File: src/rtl/mac_int_vec_fsm.sv
// Signed vector multiply-accumulate engine: IDLE -> MULT -> ACC (-> OUT) per operand pair,
// one result per vector, with optional saturation of both accumulator and result.
module mac_int_vec_fsm #(
    parameter int IN_W    = 16,
    parameter int ACC_W   = 40,
    parameter int OUT_W   = 32,
    parameter bit SAT_EN  = 1'b1,
    parameter int MAX_LEN = 256
) (
    input  logic                    clk,
    input  logic                    reset,
    input  logic                    valid,
    output logic                    ready,
    input  logic signed [IN_W-1:0]  A,
    input  logic signed [IN_W-1:0]  B,
    input  logic                    last,
    output logic signed [OUT_W-1:0] y,
    output logic                    done,
    output logic                    overflow
);

    localparam int PROD_W = 2 * IN_W;
    localparam int CNT_W  = $clog2(MAX_LEN + 1);
    localparam logic signed [ACC_W-1:0] ACC_MAX  = {1'b0, {(ACC_W-1){1'b1}}};
    localparam logic signed [ACC_W-1:0] ACC_MIN  = {1'b1, {(ACC_W-1){1'b0}}};
    localparam logic signed [OUT_W-1:0] OUT_MAX  = {1'b0, {(OUT_W-1){1'b1}}};
    localparam logic signed [OUT_W-1:0] OUT_MIN  = {1'b1, {(OUT_W-1){1'b0}}};
    localparam logic [CNT_W-1:0]        CNT_LAST = CNT_W'(MAX_LEN - 1);

    typedef enum logic [1:0] {
        IDLE = 2'd0,
        MULT = 2'd1,
        ACC  = 2'd2,
        OUT  = 2'd3
    } state_t;

    state_t                    state_r, state_s;
    logic signed [IN_W-1:0]    a_r, a_s, b_r, b_s;
    logic                      last_r, last_s;
    logic [CNT_W-1:0]          count_r, count_s;
    logic signed [PROD_W-1:0]  prod_r, prod_s;
    logic signed [ACC_W-1:0]   acc_r, acc_s;
    logic                      ovf_r, ovf_s;
    logic signed [OUT_W-1:0]   y_r, y_s;
    logic                      done_r, done_s;
    logic                      overflow_r, overflow_s;
    logic                      ready_r, ready_s;
    logic signed [ACC_W:0]     sum_s;

    // True when the accumulator value is representable in OUT_W signed bits.
    function automatic logic fits_out(input logic [ACC_W-1:0] v);
        logic [ACC_W-OUT_W:0] upper;
        upper = v[ACC_W-1:OUT_W-1];
        return (&upper) | ~(|upper);
    endfunction

    // Next-state and datapath decode; one guard bit on the sum exposes ACC_W overflow.
    always_comb begin
        state_s    = state_r;
        a_s        = a_r;
        b_s        = b_r;
        last_s     = last_r;
        count_s    = count_r;
        prod_s     = prod_r;
        acc_s      = acc_r;
        ovf_s      = ovf_r;
        y_s        = y_r;
        overflow_s = overflow_r;
        done_s     = 1'b0;
        sum_s      = (ACC_W+1)'(acc_r) + (ACC_W+1)'(prod_r);
        case (state_r)
            IDLE: begin
                if (valid && ready_r) begin
                    a_s     = A;
                    b_s     = B;
                    last_s  = last | (count_r == CNT_LAST);
                    count_s = count_r + CNT_W'(1);
                    state_s = MULT;
                end else begin
                    state_s = IDLE;
                end
            end
            MULT: begin
                prod_s  = PROD_W'(a_r) * PROD_W'(b_r);
                state_s = ACC;
            end
            ACC: begin
                if (sum_s[ACC_W] != sum_s[ACC_W-1]) begin
                    ovf_s = 1'b1;
                    if (SAT_EN) begin
                        acc_s = sum_s[ACC_W] ? ACC_MIN : ACC_MAX;
                    end else begin
                        acc_s = sum_s[ACC_W-1:0];
                    end
                end else begin
                    acc_s = sum_s[ACC_W-1:0];
                end
                if (last_r) begin
                    state_s = OUT;
                end else begin
                    state_s = IDLE;
                end
            end
            OUT: begin
                if (!fits_out(acc_r)) begin
                    overflow_s = 1'b1;
                    if (SAT_EN) begin
                        y_s = acc_r[ACC_W-1] ? OUT_MIN : OUT_MAX;
                    end else begin
                        y_s = acc_r[OUT_W-1:0];
                    end
                end else begin
                    overflow_s = ovf_r;
                    y_s        = acc_r[OUT_W-1:0];
                end
                done_s  = 1'b1;
                acc_s   = '0;
                count_s = '0;
                ovf_s   = 1'b0;
                state_s = IDLE;
            end
            default: begin
                state_s = IDLE;
            end
        endcase
        ready_s = (state_s == IDLE);
    end

    // State and datapath registers with synchronous reset.
    always_ff @(posedge clk) begin
        if (reset) begin
            state_r    <= IDLE;
            a_r        <= '0;
            b_r        <= '0;
            last_r     <= 1'b0;
            count_r    <= '0;
            prod_r     <= '0;
            acc_r      <= '0;
            ovf_r      <= 1'b0;
            y_r        <= '0;
            done_r     <= 1'b0;
            overflow_r <= 1'b0;
            ready_r    <= 1'b1;
        end else begin
            state_r    <= state_s;
            a_r        <= a_s;
            b_r        <= b_s;
            last_r     <= last_s;
            count_r    <= count_s;
            prod_r     <= prod_s;
            acc_r      <= acc_s;
            ovf_r      <= ovf_s;
            y_r        <= y_s;
            done_r     <= done_s;
            overflow_r <= overflow_s;
            ready_r    <= ready_s;
        end
    end

    assign ready    = ready_r;
    assign y        = y_r;
    assign done     = done_r;
    assign overflow = overflow_r;

endmodule

File: config.mk
export PLATFORM = sky130hd
export DESIGN_NAME = mac_int_vec_fsm
export DESIGN_NICKNAME = d
export VERILOG_FILES = /design/src/rtl/mac_int_vec_fsm.sv
export SDC_FILE = /design/constraint.sdc
export NUM_CORES = 1
export LEC_CHECK = 0
export CORE_MARGIN = 3
export CORE_UTILIZATION = 65
export CTS_BUF_LIST = sky130_fd_sc_hd__clkbuf_8
export DETAILED_ROUTE_END_ITERATION = 10
export GPL_TIMING_DRIVEN = 0
export PLACE_DENSITY_LB_ADDON = 0.05
export RECOVER_POWER = 100
export REMOVE_ABC_BUFFERS = 1
export SKIP_CTS_REPAIR_TIMING = 1
export SLEW_MARGIN = 10
export SYNTH_ARGS = -nofsm -noshare
export SYNTH_HDL_FRONTEND = slang
export SYNTH_SLANG_ARGS = --single-unit
File: constraint.sdc
create_clock -name clk -period 8.78 [get_ports clk]
set_clock_uncertainty 0.1 [all_clocks]
set_input_delay 2.634 -clock clk [delete_from_list [all_inputs] [get_ports clk]]
set_output_delay 2.634 -clock clk [all_outputs]
set_load 0.005 [all_outputs]
[Word-level counts from Yosys, hierarchy flattened]
Index checks and enable logic that the tools add are counted.
Operators by class
  add/sub/neg operators: 2
  multipliers: 1
  eq/ne operators: 7
  muxes and demuxes: 14
  bitwise logic cells: 3
  reductions and logical operators: 10
Operators by type and width (number)
  $mux W40: 2
  $pmux W40 S2: 1
  $mux W32: 2
  $add A40 B32 Y41: 1
  $mul A16 B16 Y32: 1
  $pmux W9 S2: 1
  $add A9 B1 Y9 const B: 1
  $eq A9 B8 Y1 const B: 1
  $mux W9: 1
  $reduce_and A9 Y1: 1
  $reduce_or A9 Y1: 1
  $pmux W2 S4: 1
  $reduce_and A2 Y1: 3
  $eq A2 B2 Y1 const B: 2
  $logic_not A2 Y1: 2
  $mux W1: 4
  $ne A2 B2 Y1 const B: 2
  $reduce_bool A2 Y1: 2
  $eq A2 B1 Y1 const B: 1
  $mux W2: 1
  $or A1 B1 Y1: 2
  $pmux W1 S2: 1
  $logic_and A1 B1 Y1: 1
  $ne A1 B1 Y1: 1
  $not A1 Y1: 1
Storage, ports and cells
  bits in registers: 152
  logic and storage cells: 49

[Depth between registers and ports, before layout]
  word-level depth: 4
  depth in mapped cells: 25
  depth with buffers taken out: 24

[Least setup slack after synthesis]
Ideal clock, no wire load.
  kind: reg2reg
  start point: register b_r[7]
  end point: register prod_r[31]
  setup time: 0.124 ns
  arrival time: 5.781 ns
  data required time: 8.556 ns
  setup slack: 2.775 ns
  cell stages (with the launch flop): 23
  clock period less this slack: 6.005 ns
  cell sequence: dfxtp_1 > clkbuf_1 > clkbuf_1 > nand2_1 > fa_1 > inv_1 > fa_1 > inv_1 > fa_1 > inv_1 > fa_1 > fa_1 > fa_1 > ha_1 > nand3_1 > nor2_1 > a221o_1 > o2111ai_1 > a31oi_1 > a211oi_1 > a21oi_1 > xnor2_1 > o21ai_0
On the way
  cells in the longest elaborated chain, start to end: 1
Ends and longest elaborated chain
  start, declared: line 38  | logic signed [IN_W-1:0] a_r, a_s, b_r, b_s;
  start signal, assigned: line 147  | b_r <= b_s;
  $mul A16 B16 Y32: line 84  | prod_s = PROD_W'(a_r) * PROD_W'(b_r);
  end signal, assigned: line 150  | prod_r <= prod_s;
  end, declared: line 41  | logic signed [PROD_W-1:0] prod_r, prod_s;
Every way passes these cells.
A chain may end at the register's enable or synchronous reset.

[Final worst setup path]
  start point: register a_r[10]
  end point: register prod_r[24]
On the way
  cells in the longest elaborated chain, start to end: 1
Ends and longest elaborated chain
  start, declared: line 38
  start signal, assigned: line 146  | a_r <= a_s;
  $mul A16 B16 Y32: line 84
Every way passes these cells.

==> impl_results.rst <==
.. list-table::
   :header-rows: 1

   * - Metric
     - Value
   * - Run status
     - finished, violations left
   * - Violations in the final reports
     - capacitance limit, slew limit
   * - Clock-pin slew on the worst setup and hold paths
     - 0.12 ns
   * - IO buf count
     - 70
   * - Wire length per cell
     - 16.9 um
   * - Initial drt markers
     - 949
   * - Main flop type after synthesis
     - dfxtp_1
   * - Area share of the largest cell type after synthesis
     - 29.9%
   * - Most instantiated cells after synthesis
     - 332 x nand2_1, 285 x inv_1, 263 x fa_1, 163 x a21oi_1, 152 x dfxtp_1
   * - Global-route wire length before repair
     - 71700 um
   * - Fillcell total
     - 2125
   * - Class of the worst hold path
     - reg -> reg
   * - Max-slew violation count
     - 62
   * - Rel. slew slack
     - -91.8%
   * - Min Tclk post-route
     - 6.92 ns
   * - Slew at the pin closest to its max-slew limit
     - 2.88 ns
   * - RSZ-0062 raised after global routing
     - false
   * - Dominant cell by count in the synthesized netlist
     - nand2_1
   * - Number of stages on the worst hold path
     - 2
   * - GRT Resource Usage Total
     - 30.5%
   * - Power, Total
     - 2.07 mW
   * - Hold Path End
     - prod_r[4]
   * - TritonCTS clock tree
     - yes
   * - Clock latency reported for the late side of the worst-skew pair
     - 0.48 ns
   * - Core utilization of the finished layout
     - 71.8%
   * - Die outline area
     - 29100 um^2
   * - Placed wire-length estimate
     - 32100 um
   * - Placeable core area
     - 26400 um^2
   * - Number of warning messages in the yosys log
     - 0
   * - Worst path arrival time
     - 7.07 ns
   * - Final period utilization
     - 78.8%
   * - Clk sinks
     - 152
   * - Total congestion overflow
     - 0
   * - Peak ir drop on the vdd network
     - 0.000133 V
   * - Clk Tree Root Cell
     - clkbuf_8
   * - Fraction of the yosys area taken by sequential cells
     - 17.3%
   * - Antenna violations before repair
     - 0
   * - Antenna Diode Count
     - 0
   * - Average vias per placed instance
     - 5.81
   * - Site row count
     - 59
   * - Depth of the CTS H-tree
     - 4
   * - Capturing element type of the critical path
     - flop
   * - Launch instance of the worst min-delay path
     - prod_r[4]
   * - Post-placement cell area
     - 18500 um^2
   * - Crit Reg-Reg Startpoint
     - a_r[10]
   * - Number of enable flip-flop cells after synthesis
     - 0
   * - Worst endpoint required time
     - 8.94 ns
   * - Achievable frequency
     - 0.145 GHz
   * - Area of the mapped netlist
     - 17600 um^2
   * - Cell count of the worst reg-to-reg path
     - 18
   * - Vertical die dimension
     - 170 um
   * - Fraction of final layout cells sized beyond drive strength 1
     - 2.93%
   * - DRC
     - 0
   * - Hold violation total from the final report
     - 0
   * - Sequential cell area
     - 3040 um^2
   * - Standby leakage power
     - 8.66 nW
   * - IO Count
     - 71
   * - Proportion of synthesized flip-flops having asynchronous set or reset
     - 0%
   * - Setup slack, reg-to-reg
     - 1.86 ns
   * - CP Max Fanout
     - 17
   * - Number of CTS-inserted buffers
     - 17
   * - Count of non-filler cells in the finished layout
     - 2452
   * - Cell types occupying the most area after synthesis
     - fa_1 30%, dfxtp_1 17%, ha_1 8.8%
   * - First drt pass iteration count
     - 5
   * - Category of the worst setup path launch point
     - flop
   * - Cells after DPL
     - 2420
   * - Layout Cell Area excl Fill
     - 18900 um^2
   * - Yosys cell types
     - 62
   * - Net total in the final layout
     - 2527
   * - Crit path kind
     - reg -> reg
   * - Post-Syn Instances
     - 2108
   * - Largest net degree at the start of global routing
     - 65
   * - Flip-flop and latch count after synthesis
     - 152
   * - Area of the multi-input gates
     - 13100 um^2
   * - Avg Synthesized Cell Area
     - 8.34 um^2
   * - Starting density of the core
     - 66.7%
   * - Detail Route Antenna Nets
     - 0
   * - Maxcap violations
     - 1
   * - Max Root-Sink Buffers
     - 2
   * - Worst R2R End
     - prod_r[24]
   * - Routed WL
     - 41500 um
   * - Via count
     - 14243
   * - Power Dens Cells
     - 109 nW/um^2
   * - Cell type contributing the most total cell area after synthesis
     - fa_1
   * - Horizontal extent of the die
     - 170 um
   * - Weighted congestion at the end of routability-driven global placement
     - 0.945
   * - Number of global-route vias before repair
     - 14873
   * - Layout overhead on the synthesized area
     - 7.55%
   * - Total of endpoints with negative setup slack in the final report
     - 0
placed cells by master, fill, tap and decap left out, types with 6 or more instances in the layout:
master           instances
and3_1                   6
a31oi_1                 10
clkdlybuf4s50_1         34
inv_1                  285
nand4_1                 10
clkbuf_8                17
a211oi_1                11
xor2_1                  16
dfxtp_1                152
nor2_1                 129
o21ai_0                 77
nand3b_1                 8
nand3_1                 25
nand2_1                331
ha_1                   124
inv_6                    6
and2_1                 115
nor3_1                  59
a21o_1                  26
o211ai_1                 8
or3_1                   12
nand2b_1                 9
o31ai_1                  6
xnor2_1                 46
a21oi_1                163
fa_1                   263
nor2b_1                  9
dlygate4sd3_1           35
o21a_1                  17
o21bai_1                 7
area by class of cell:
class	instances	area share (%)
multi-input combinational	1569	69.3
sequential	152	16.1
inverter	286	5.68
timing repair buffer	78	4.36
tap	335	2.22
clock buffer	17	1.24
clock inverter	15	1.08
worst max-delay path, stage by stage, from the launching register on:
cell,delay (ns)
dfxtp_1,0.87
nand2_1,0.18
fa_1,0.54
fa_1,0.54
inv_1,0.05
fa_1,0.50
inv_1,0.06
fa_1,0.55
inv_1,0.07
fa_1,0.53
fa_1,0.46
ha_1,0.41
nand3_1,0.18
or4_1,0.63
a211o_1,0.34
a31oi_1,0.24
a41oi_1,0.17
mux2i_1,0.18
o21ai_0,0.11
power by group:
part	switching, mW	leakage, nW	internal (mW)
Combinational	0.368	7.21	0.274
Sequential	0.0859	1.23	0.721
Clock	0.325	0.215	0.293
worst max-delay path by stage:
stage	to	startpoint	slack (ns)	cells past startpoint
after detailed placement	prod_r[31]	a_r[10]	1.98	20
after global placement	acc_r[34]	reset	-0.34	4
final	prod_r[24]	a_r[10]	1.86	18
after floorplan	prod_r[30]	a_r[15]	2.87	20
after global routing	prod_r[29]	a_r[10]	1.48	20
after CTS	prod_r[31]	a_r[10]	1.91	20
state kept, by name, indices dropped and copies added, names as in the netlist:
| signal | count |
|---|---|
| a_r | 16 |
| acc_r | 40 |
| b_r | 16 |
| count_r | 9 |
| done | 1 |
| last_r | 1 |
| overflow | 1 |
| ovf_r | 1 |
| prod_r | 32 |
| ready | 1 |
| state_r | 2 |
| y | 32 |
cells by family (layout without fill, tap and decap cells):
kind of cell,count (synthesis),after routing,synth area share [%]
buffers and inverters,387,396,8.30
adder cells (fa/ha/maj),387,387,38.8
multiplexers,4,4,0.228
flip-flops,152,152,17.3
XOR/XNOR,63,63,3.14
AND/OR/NAND/NOR,747,747,19.6
AO/OA/AOI/OAI,368,368,12.6
per-stage QoR:
stage / hold WS (ns) / setup WS (ns) / setup TNS, ns
final: 0.367 / 1.86 / 0
after global routing: 0.382 / 1.48 / 0
after CTS: 0.367 / 1.91 / 0
after detailed placement: 0.355 / 1.98 / 0
after global placement: 0.350 / -0.341 / -10.62
after floorplan: 0.330 / 2.87 / 0
routing by layer:
layer | up-vias | global-route usage (%) | routed length [um]
li1 | 6758 | - | -
met1 | 7048 | 39.0 | 17100
met2 | 376 | 53.9 | 21300
met3 | 61 | 4.62 | 2060
met4 | 0 | 9.28 | 1040
met5 | - | 0 | 0
No activity file was read; power rests on OpenSTA's default activity.
